$ cat src/rtl/nic_cmd_responder.sv
// Egress endpoint for the NIC outbound command interface: queues commands and
// services one at a time over a bandwidth-limited link, returning in-order completions.
module nic_cmd_responder #(
  parameter int CmdIdWidth     = 8,
  parameter int LenWidth       = 32,
  parameter int MaxOutstanding = 4,
  parameter int BytesPerCycle  = 64,
  parameter int FixedLatency   = 10
) (
  input  logic                  clk_i,
  input  logic                  rst_i,
  input  logic                  cmd_req_valid_i,
  output logic                  cmd_req_ready_o,
  input  logic [CmdIdWidth-1:0] cmd_req_id_i,
  input  logic [LenWidth-1:0]   cmd_req_length_i,
  output logic                  cmd_resp_valid_o,
  input  logic                  cmd_resp_ready_i,
  output logic [CmdIdWidth-1:0] cmd_resp_id_o,
  output logic                  busy_o,
  output logic [31:0]           cmds_completed_o,
  output logic [63:0]           bytes_sent_o
);

  // state | meaning
  // IDLE  | nothing in service, waiting for a queued command
  // XFER  | command in service, timer counting down
  // RESP  | completion presented, waiting for the handshake
  localparam logic [1:0] S_IDLE = 2'd0;
  localparam logic [1:0] S_XFER = 2'd1;
  localparam logic [1:0] S_RESP = 2'd2;

  localparam int OW  = $clog2(MaxOutstanding + 1);
  localparam int PW  = (MaxOutstanding > 1) ? $clog2(MaxOutstanding) : 1;
  localparam int BSH = $clog2(BytesPerCycle);
  localparam int CW  = LenWidth + 1;
  localparam int FW  = $clog2(FixedLatency + 1);
  localparam int TW  = ((CW > FW) ? CW : FW) + 1;

  logic [1:0]            state_q, state_d;
  logic [TW-1:0]         timer_q, timer_d;
  logic [CmdIdWidth-1:0] cur_id_q, cur_id_d;
  logic [LenWidth-1:0]   cur_len_q, cur_len_d;
  logic [CmdIdWidth-1:0] resp_id_q, resp_id_d;
  logic [OW-1:0]         out_q, out_d;
  logic [OW-1:0]         fifo_cnt_q, fifo_cnt_d;
  logic [PW-1:0]         rd_ptr_q, rd_ptr_d;
  logic [PW-1:0]         wr_ptr_q, wr_ptr_d;
  logic [31:0]           cmds_q, cmds_d;
  logic [63:0]           bytes_q, bytes_d;

  logic [CmdIdWidth-1:0] fifo_id_q  [MaxOutstanding];
  logic [LenWidth-1:0]   fifo_len_q [MaxOutstanding];

  logic          req_hs, resp_hs, pop;
  logic [CW-1:0] len_sum, len_ceil;
  logic [TW-1:0] svc_raw, svc_len;

  function automatic logic [PW-1:0] ptr_inc(input logic [PW-1:0] p);
    return (p == PW'(MaxOutstanding - 1)) ? '0 : p + 1'b1;
  endfunction

  assign cmd_req_ready_o  = (out_q < OW'(MaxOutstanding));
  assign cmd_resp_valid_o = (state_q == S_RESP);
  assign cmd_resp_id_o    = resp_id_q;
  assign busy_o           = (out_q != '0);
  assign cmds_completed_o = cmds_q;
  assign bytes_sent_o     = bytes_q;

  assign req_hs  = cmd_req_valid_i & cmd_req_ready_o;
  assign resp_hs = cmd_resp_valid_o & cmd_resp_ready_i;
  assign pop     = (fifo_cnt_q != '0) &
                   ((state_q == S_IDLE) | ((state_q == S_RESP) & resp_hs));

  // Extra bit keeps the round-up from overflowing at the maximum length.
  assign len_sum  = {1'b0, fifo_len_q[rd_ptr_q]} + CW'(BytesPerCycle - 1);
  assign len_ceil = len_sum >> BSH;
  assign svc_raw  = TW'(FixedLatency) + TW'(len_ceil);
  assign svc_len  = (svc_raw == '0) ? TW'(1) : svc_raw;

  always_comb begin
    state_d    = state_q;
    timer_d    = timer_q;
    cur_id_d   = cur_id_q;
    cur_len_d  = cur_len_q;
    resp_id_d  = resp_id_q;
    cmds_d     = cmds_q;
    bytes_d    = bytes_q;
    rd_ptr_d   = rd_ptr_q;
    wr_ptr_d   = wr_ptr_q;
    out_d      = out_q;
    fifo_cnt_d = fifo_cnt_q;

    case (state_q)
      S_IDLE: if (pop) state_d = S_XFER;
      S_XFER: begin
        if (timer_q == TW'(1)) begin
          resp_id_d = cur_id_q;
          state_d   = S_RESP;
        end else begin
          timer_d = timer_q - TW'(1);
        end
      end
      S_RESP: begin
        if (resp_hs) begin
          cmds_d  = cmds_q + 32'd1;
          bytes_d = bytes_q + 64'(cur_len_q);
          state_d = pop ? S_XFER : S_IDLE;
        end
      end
      default: state_d = S_IDLE;
    endcase

    if (pop) begin
      timer_d   = svc_len;
      cur_id_d  = fifo_id_q[rd_ptr_q];
      cur_len_d = fifo_len_q[rd_ptr_q];
      rd_ptr_d  = ptr_inc(rd_ptr_q);
    end
    if (req_hs) wr_ptr_d = ptr_inc(wr_ptr_q);

    case ({req_hs, pop})
      2'b10:   fifo_cnt_d = fifo_cnt_q + OW'(1);
      2'b01:   fifo_cnt_d = fifo_cnt_q - OW'(1);
      default: fifo_cnt_d = fifo_cnt_q;
    endcase

    case ({req_hs, resp_hs})
      2'b10:   out_d = out_q + OW'(1);
      2'b01:   out_d = out_q - OW'(1);
      default: out_d = out_q;
    endcase
  end

  always_ff @(posedge clk_i or posedge rst_i) begin
    if (rst_i) begin
      state_q    <= S_IDLE;
      timer_q    <= '0;
      cur_id_q   <= '0;
      cur_len_q  <= '0;
      resp_id_q  <= '0;
      cmds_q     <= '0;
      bytes_q    <= '0;
      rd_ptr_q   <= '0;
      wr_ptr_q   <= '0;
      out_q      <= '0;
      fifo_cnt_q <= '0;
    end else begin
      state_q    <= state_d;
      timer_q    <= timer_d;
      cur_id_q   <= cur_id_d;
      cur_len_q  <= cur_len_d;
      resp_id_q  <= resp_id_d;
      cmds_q     <= cmds_d;
      bytes_q    <= bytes_d;
      rd_ptr_q   <= rd_ptr_d;
      wr_ptr_q   <= wr_ptr_d;
      out_q      <= out_d;
      fifo_cnt_q <= fifo_cnt_d;
    end
  end

  // Payload storage needs no reset; occupancy is tracked by fifo_cnt_q.
  always_ff @(posedge clk_i) begin
    if (req_hs) begin
      fifo_id_q[wr_ptr_q]  <= cmd_req_id_i;
      fifo_len_q[wr_ptr_q] <= cmd_req_length_i;
    end
  end

endmodule

$ cat config.mk
export PLATFORM = sky130hd
export DESIGN_NAME = nic_cmd_responder
export DESIGN_NICKNAME = d
export VERILOG_FILES = /design/src/rtl/nic_cmd_responder.sv
export SDC_FILE = /design/constraint.sdc
export NUM_CORES = 1
export LEC_CHECK = 0
export BUFFER_PORTS_ARGS = -buffer_cell sky130_fd_sc_hd__buf_2
export CELL_PAD_IN_SITES_DETAIL_PLACEMENT = 1
export CELL_PAD_IN_SITES_GLOBAL_PLACEMENT = 1
export CORE_ASPECT_RATIO = 1.1
export CORE_UTILIZATION = 35
export CTS_BUF_LIST = sky130_fd_sc_hd__clkbuf_2
export CTS_CLUSTER_SIZE = 28
export DETAILED_ROUTE_END_ITERATION = 6
export GPL_TIMING_DRIVEN = 0
export PLACE_DENSITY = 0.67
export SETUP_SLACK_MARGIN = 0.02
export SYNTH_ARGS = -nofsm -noshare
export SYNTH_HDL_FRONTEND = slang
export SYNTH_SLANG_ARGS = --single-unit
$ cat constraint.sdc
create_clock -name clk_i -period 5.7 [get_ports clk_i]
set_input_delay 0.855 -clock clk_i [delete_from_list [all_inputs] [get_ports clk_i]]
set_output_delay 0.855 -clock clk_i [all_outputs]
set_load 0.01 [all_outputs]
==> impl_results.md, run 1 <==
- Status: complete, no violations
- Pin count of the biggest net entering global routing: 43
- Synthesized area: 16600 um^2
- VDD IR-drop max: 0.000112 V
- Min Tclk post-route: 4.62 ns
- First-pass GRT wire length: 69200 um
- I/O Pins: 151
- WL/cell: 17.8 um
- Post-Route WL: 42700 um
- Initial DRC count: 596
- Setup_tns: 0 ns
- CTS Root Cell: clkbuf_2
- Synthesized Nets: 1486
- Clock tree buffer depth: 3
- Cts bufs inserted: 92
- Sequential share of the synthesized area: 0.575
- Layout cell share with drive strength beyond 1: 0.220
- Max_slew headroom: 0.239
- Vias per inst: 4.92
- CP max stage delay: 0.60 ns
- Final Hold Vio Count: 0
- RSZ-0062 raised after global routing: false
- Pwr Density: 268 nW/um^2
- Hold Path Class: in -> reg
- Bufs and invs on worst path: 1
- Initial antenna violation count: 1
- Leakage: 8.56 nW
- Fill cells: 5187
- Ys Warns: 0
- HPWL after detailed placement: 31400 um
- Height of the die: 231 um
- Synth unique cells: 79
- Tcrit/Tclk final: 0.811
- RD Place Congestion: 0.832
- Worst slew pin tran: 1.13 ns
- Avg Inst Size Synth: 11.9 um^2
- #FFs+latches synth: 350
- Final slew viol count: 0
- CP max FO: 10
- Resized cells post-CTS: 0
- Worst setup EP type: register
- Worst path arrival time: 5.58 ns
- Most common cell after layout, fill and taps aside: nand2_1
- Max Clk Rate: 0.216 GHz
- Number of global-route vias before repair: 12705
- Die area: 48400 um^2
- Chip Width: 210 um
- CP dominant cell by count: nand2_1
- CP cell instances: buf_6 -> mux4_2 -> nor4_2 -> nand2_1 -> nand2_1 -> xnor2_1 -> ha_1 -> o21ai_0 -> a31oi_1 -> mux2_2 -> o21ai_0 -> nand2_1 -> nor4b_1 -> nand4_1 -> o21ai_1
- Floorplan row count: 83
- Tot GR Track Use: 0.183
- Startpoint types: register
- Htree depth: 3
- Layout Nets: 1780
- Via count: 11797
- Worst Skew: 0.107 ns
- Most frequent cells in the layout: 237 x nand2_1, 190 x dfrtp_1, 160 x edfxtp_1
- Global route overflow: 0
- Worst Path Required: 6.66 ns
- Number of synthesized flops with an enable pin: 160
- Initial core utilization: 0.355
- DR pass1 iterations: 5
- Num Clock Sinks: 350
- Cell count after synthesis: 1396
- IO buf count: 150
- # setup viols final: 0
- Core region area: 46800 um^2
- Postcts setup bufs: 0
- CTS tree: yes
- Clock latency on the worst-skew pair: 1.06 ns
- Slowest cell on the critical path: nor4_2
- Ys flop type: dfrtp_1
- Final Total Pwr: 5.25 mW
- Area growth, synth to finish: 18.0%
- Fraction of registers with async set/reset: 0.543
- Max-cap violations: 0
- Clk slew on worst S/H paths: 0.11 ns
- Critical path class: reg -> reg
- Routed Antenna Nets: 0
- Top delay family on crit path: simple AND/OR/NAND/NOR gates
- DRC violations left: 0
==> worst register-to-register path: cells and delay by family (launching register included) <==
kind | cells | cell delay [ns]
XOR/XNOR | 1 | 0.21
adder cells (fa/ha/maj) | 1 | 0.32
AND/OR/NAND/NOR | 6 | 1.64
buffers and inverters | 1 | 0.20
multiplexers | 2 | 0.96
flip-flops | 1 | 0.38
AO/OA/AOI/OAI | 4 | 0.88
==> path summary, 6_finish.rpt <==
kind	from	to	slack [ns]	depth (start not counted)
max reg2reg	rd_ptr_q[0]	timer_q[0]	1.08	15
max in group asynchronous	rst_i	state_q[1]	4.38	6
min	cmd_resp_ready_i	state_q[1]	0.20	3
max	rd_ptr_q[0]	timer_q[0]	1.08	15
min reg2reg	bytes_sent_o[63]	bytes_sent_o[63]	0.47	1
min in group asynchronous	rst_i	bytes_sent_o[53]	0.27	3
==> metrics by stage <==
stage               instances  cell area, um^2  setup slack (ns)  hold WS (ns)  utilization
floorplan                1396            16600              1.96         0.440            -
CTS                      2395            19600             0.980        0.0318        0.419
global placement         2183            18200              1.01         0.456        0.388
global route             2396            19600             0.626         0.109        0.419
finish                   2396            19600              1.08         0.198        0.419
detailed placement       2192            18400              1.03         0.456        0.392
==> final cells by class <==
class	count	area, um^2	area share
buffer	44	208	0.0106
antenna	1	2.50	0.000127
multi-input combinational	963	6730	0.343
clock buffer	130	651	0.0331
timing repair buffer	200	1340	0.0683
tap	637	797	0.0406
inverter	39	150	0.00765
clock inverter	32	198	0.0101
sequential	350	9560	0.487
==> state kept, by name (all words and copies together) (netlist names), 8 cells and up <==
signal / count
cmds_completed_o: 32
cur_id_q: 8
cmd_resp_id_o: 8
timer_q: 34
bytes_sent_o: 64
cur_len_q: 32
fifo_id_q: 32
fifo_len_q: 128
==> logic make-up after synthesis <==
logic type	Yosys count	share of synthesized area
xor gates and xnor gates	152	0.0805
and+or+nand+nor	511	0.148
buffers and inverters	83	0.0213
adders and majority gates	46	0.0360
DFF	350	0.575
muxes	56	0.0646
AOI/OAI and AO/OA	198	0.0754
==> repair_timing <==
item                                    CTS  global route
endpoints found under the setup margin    0             0
hold buffers                             41             0
hold endpoints to repair                197             0
==> where the power goes <==
part           switching, mW  internal (mW)  total (mW)
clock                   1.06          0.713        1.77
combinational          0.377          0.217       0.594
sequential            0.0525           2.84        2.89
total                   1.49           3.77        5.25
==> metal layers <==
layer  track usage  vias to the layer above  wire, um
met2         0.318                      219     21500
li1              -                     5644         -
met5             0                        -         0
met4        0.0719                        0      1060
met3        0.0333                       67      1580
met1         0.224                     5867     18600
==> cells in the mapped netlist, types with 12 or more instances <==
cell type / instances / area, um^2
nand2b_1: 12 / 75.1
nor2_1: 79 / 297
dfrtp_1: 190 / 4750
o21ai_0: 73 / 365
ha_1: 43 / 538
clkbuf_1: 29 / 109
mux4_2: 39 / 878
nand3_1: 36 / 180
edfxtp_1: 160 / 4800
nand2_1: 237 / 890
xnor2_1: 89 / 780
xor2_1: 62 / 543
and3_1: 22 / 138
inv_1: 37 / 139
a21oi_1: 34 / 170
nor3_1: 37 / 185
a21o_1: 19 / 143
(Power assumes the default switching activity.)
==> run 2: changes to the inputs <==
PLACE_DENSITY = 0.65   (was 0.67)
clock period = 4.3 ns   (was 5.7 ns; I/O delays follow)
==> impl_results.md, run 2 (synthesis results as in run 1) <==
- Most Crowded Layer GR: met2
- RD Place Congestion: 0.834
- Pin count of the biggest net entering global routing: 42
- Final cell count without fillers: 2408
- Hold Path Class: in -> async
- Layout cell share with drive strength beyond 1: 0.236
- Core region area: 46800 um^2
- Final Hold Vio Count: 0
- Vias per inst: 4.95
- WL/cell: 17.7 um
- Clock latency on the worst-skew pair: 1.07 ns
- Max Clk Rate: 0.247 GHz
- Max_slew headroom: 0.192
- Worst R2R Start: rd_ptr_q[0]
- Worst Skew: 0.0882 ns
- Initial DRC count: 570
- Pwr Density: 358 nW/um^2
- Final core utilization: 0.424
- Min Tclk post-route: 4.05 ns
- Worst r2r path cells: 15
- Startpoint types: register
- Tot GR Track Use: 0.181
- Worst slack at placement: -0.508 ns
- Cts bufs inserted: 91
- HPWL after detailed placement: 31400 um
- Post-Route WL: 42600 um
- VDD IR-drop max: 0.000162 V
- Internal reg-to-reg setup slack: 0.25 ns
- Critical path class: reg -> reg
- Die area: 48400 um^2
- Status: complete, no violations
- Height of the die: 231 um
- Crit path capture: timer_q[0]
- Htree depth: 3
- Layout Nets: 1787
- Worst Path Required: 5.23 ns
- Worst setup EP type: register
- Largest Register: fifo_len_q
- Placed insts: 2191
- Number of global-route vias before repair: 12828
- # setup viols final: 0
- FF-to-FF End: timer_q[0]
- Floorplan row count: 83
- IO buf count: 150
- GR Layer Usage met2: 0.307
- Initial core utilization: 0.355
- M1 GR Usage: 0.225
- PnR worst setup slack: 0.245 ns
- I/O Pins: 151
- Area growth, synth to finish: 19.3%
- Most frequent cells in the layout: 235 x nand2_1, 190 x dfrtp_1, 160 x edfxtp_1
- Tcrit/Tclk final: 0.943
- Chip Width: 210 um
- CTS tree: yes
- First-pass GRT wire length: 69000 um
- Via count: 11919
- Max reg flops: 128
- CP max FO: 10
- CP startpoint: rd_ptr_q[0]
- Fill cells: 5197
- Leakage: 8.68 nW
- CTS Root Cell: clkbuf_2
- Global route overflow: 0
- Max-cap violations: 0
- Worst slew pin tran: 1.20 ns
- Clock tree buffer depth: 3
- Worst path arrival time: 4.98 ns
- Most common cell after layout, fill and taps aside: nand2_1
- DR pass1 iterations: 4
- Routed Antenna Nets: 0
- GR Util met3: 0.0346
- Num Clock Sinks: 350
- Final slew viol count: 0
- DRC violations left: 0
- Initial antenna violation count: 1
- Clk slew on worst S/H paths: 0.10 ns
==> run 2: cell types whose count changed in the layout (fill, tap and decap cells not counted), sizes merged <==
cell / delta
clkbuf: +12
inv: -1
bufinv: +1
clkinv: -7
dlygate4sd3: +2
buf: +6
clkinvlp: -1
==> run 2: layout make-up <==
class / instances / area [um^2] / area share
clock buffer: 142 / 711 / 0.0358
multi-input combinational: 963 / 6820 / 0.344
inverter: 39 / 150 / 0.00757
timing repair buffer: 209 / 1400 / 0.0706
buffer: 43 / 210 / 0.0106
sequential: 350 / 9560 / 0.482
tap: 637 / 797 / 0.0402
antenna: 1 / 2.50 / 0.000126
clock inverter: 24 / 189 / 0.00952
==> run 2: routing by layer <==
layer	part of all wire	wire length, um
met4	0.027	1160
met1	0.44	18900
met2	0.49	20900
met5	0	0
met3	0.039	1650
==> run 2: where the power goes <==
group          total, mW  leakage (nW)  switching, mW  internal, mW
clock network       2.47         0.685           1.41          1.06
registers           3.83          3.97         0.0693          3.76
logic              0.810          4.03          0.513         0.297
total               7.11          8.68           1.99          5.12
==> run 2: repair_timing <==
item / 4_1_cts / 5_1_grt
setup endpoints to repair: 16 / 23
pin swaps: 2 / 5
gates resized for setup: 6 / 17
cloned: 0 / 0
endpoints found under the hold margin: 197 / 0
hold buffers: 43 / 0
setup buffers: 2 / 6
==> run 2: stage by stage <==
step           hold slack, ns  area, um^2   TNS, ns  power, mW
6_report                0.308       19800         0       7.11
5_1_grt                 0.219       19800  -0.00156       7.51
4_1_cts                 0.155       19700    -0.114       7.25
3_5_place_dp            0.457       18400     -2.07       4.68
3_3_place_gp            0.454       18200    -29.69       4.60
2_1_floorplan           0.440       16600         0       4.37
==> run 2: critical path: stages, from the launching register on <==
cell	delay, ns
dfrtp_1	0.43
buf_8	0.20
mux4_2	0.57
nor4_4	0.38
nand2_2	0.17
nand2_2	0.13
xnor2_2	0.16
ha_2	0.26
o21ai_0	0.14
a31oi_2	0.27
mux2_2	0.36
o21ai_0	0.18
nand2_1	0.09
nor4b_2	0.28
nand4_1	0.14
o21ai_1	0.17
==> run 2: worst min-delay path by stage <==
stage	endpoint	slack, ns	cells after the start
2_1_floorplan	cur_id_q[0]	0.44	2
3_3_place_gp	cur_id_q[1]	0.45	2
3_5_place_dp	bytes_sent_o[63]	0.46	1
4_1_cts	fifo_len_q[0][22]	0.16	2
5_1_grt	fifo_len_q[3][16]	0.22	2
6_report	bytes_sent_o[33]	0.31	3
==> run 3: changes to the inputs <==
REMOVE_ABC_BUFFERS = 1   (was unset)
==> impl_results.md, run 3 (synthesis results as in run 1) <==
- Leakage: 8.60 nW
- Sequential share of power: 0.550
- Switching power: 1.98 mW
- Tot GR Track Use: 0.173
- Worst slack at placement: -0.905 ns
- DR pass1 iterations: 5
- Placed Area: 18200 um^2
- Max-cap violations: 0
- Initial antenna violation count: 1
- Area growth, synth to finish: 18.4%
- WL/cell: 17.1 um
- Max reg flops: 128
- P_int: 5.00 mW
- Most frequent cells in the layout: 234 x nand2_1, 188 x dfrtp_1, 160 x edfxtp_1
- Hold Path Class: in -> reg
- RD Place Congestion: 0.813
- IO buf count: 150
- Floorplan row count: 83
- Worst setup EP type: register
- Pwr Density: 354 nW/um^2
- Die area: 48400 um^2
- Combinational power share: 0.110
- Final Hold Vio Count: 0
- Clock share of power: 0.341
- Routed Antenna Nets: 0
- Status: complete, no violations
- Min Tclk post-route: 4.12 ns
- Startpoint types: register
- Worst r2r path cells: 15
- Most common cell after layout, fill and taps aside: nand2_1
- VDD IR-drop max: 0.000219 V
- CP max FO: 8
- Design area: 19700 um^2
- Post-Route WL: 40500 um
- Layout Nets: 1751
- Pin count of the biggest net entering global routing: 102
- Worst path arrival time: 5.01 ns
- Cts bufs inserted: 93
- Clk slew on worst S/H paths: 0.12 ns
- Critical path class: reg -> reg
- Htree depth: 3
- Internal reg-to-reg setup slack: 0.18 ns
- First-pass GRT wire length: 66400 um
- Switch share: 0.283
- Largest Register: fifo_len_q
- CP max stage delay: 0.55 ns
- Tcrit/Tclk final: 0.958
- WHS Path Cells: 4
- Worst Path Required: 5.19 ns
- CTS tree: yes
- Initial DRC count: 543
- Final Total Pwr: 6.98 mW
- DRC violations left: 0
- Final core utilization: 0.421
- Global route overflow: 0
- Vias per inst: 4.87
- Core region area: 46800 um^2
- Clock tree buffer depth: 3
- Slowest cell on the critical path: dfrtp_4
- PnR worst setup slack: 0.180 ns
- Setup_tns: 0 ns
- Initial core utilization: 0.355
- HPWL after detailed placement: 27800 um
- CTS Root Cell: clkbuf_2
- Clock latency on the worst-skew pair: 1.03 ns
- Num Clock Sinks: 350
- Height of the die: 231 um
- RSZ-0062 raised after global routing: true
- Max_slew headroom: 0.378
- Chip Width: 210 um
- Final slew viol count: 0
- Number of global-route vias before repair: 12542
- I/O Pins: 151
- Layout cell share with drive strength beyond 1: 0.235
- Worst slew pin tran: 0.927 ns
- Max Clk Rate: 0.243 GHz
- CP cell instances: buf_4 -> mux4_2 -> nor2_2 -> nand2_2 -> nand2_1 -> xnor2_1 -> ha_2 -> o21ai_0 -> a31oi_2 -> mux2_2 -> o21ai_0 -> nand2_1 -> nor4b_1 -> nand4_1 -> o21ai_1
- # setup viols final: 0
- Worst Skew: 0.101 ns
- Via count: 11566
-- run 3: metal layers --
layer	GRT usage	up-vias	wire length [um]
met5	0	-	0
met4	0.0673	0	811
met3	0.0373	56	1710
met2	0.294	241	20000
met1	0.215	5684	18100
li1	-	5585	-
-- run 3: what timing repair did --
action                                 CTS  global route
endpoints found under the hold margin  254             0
pin swaps                                1             1
setup buffers                            9             1
hold buffers                            42             0
cloned                                   0             0
resized for setup                        8             5
setup endpoints to repair               28            29
-- run 3: layout make-up --
type | instances | area (um^2)
multi-input combinational | 963 | 6800
inverter | 39 | 156
clock inverter | 37 | 203
antenna | 1 | 2.50
clock buffer | 134 | 671
tap | 637 | 797
timing repair buffer | 214 | 1510
sequential | 350 | 9570
fill | 5181 | 27100
-- run 3: final timing paths --
check                                      start                to
worst max-delay path                 rd_ptr_q[0]        timer_q[0]
worst min-delay path             cmd_req_valid_i       wr_ptr_q[1]
worst max register to register       rd_ptr_q[0]        timer_q[0]
worst min register to register  bytes_sent_o[63]  bytes_sent_o[63]
max in group asynchronous                  rst_i       rd_ptr_q[1]
min in group asynchronous                  rst_i  bytes_sent_o[12]
-- run 3: power groups by stage --
stage	Combinational (mW)	Sequential, mW	Clock (mW)
after floorplan	0.480	3.88	0
after global placement	0.678	3.90	0
after detailed placement	0.741	3.91	0
after CTS	0.782	3.84	2.51
after global routing	0.859	3.86	2.66
final	0.767	3.84	2.38
-- run 3: metrics by stage --
stage,std cells,hold WS (ns)
6_report,2375,0.139
5_1_grt,2375,0.113
3_5_place_dp,2151,0.466
4_1_cts,2373,0.0156
2_1_floorplan,1352,0.440
3_3_place_gp,2139,0.454
-- run 3: worst max-delay path: cells and delay by family (launching register included) --
kind	cells	cell delay, ns
flops	1	0.55
mux	2	0.92
buf+inv	1	0.18
xor+xnor	1	0.22
fa+ha+maj	1	0.31
simple gates	6	1.04
compound gates	4	0.78
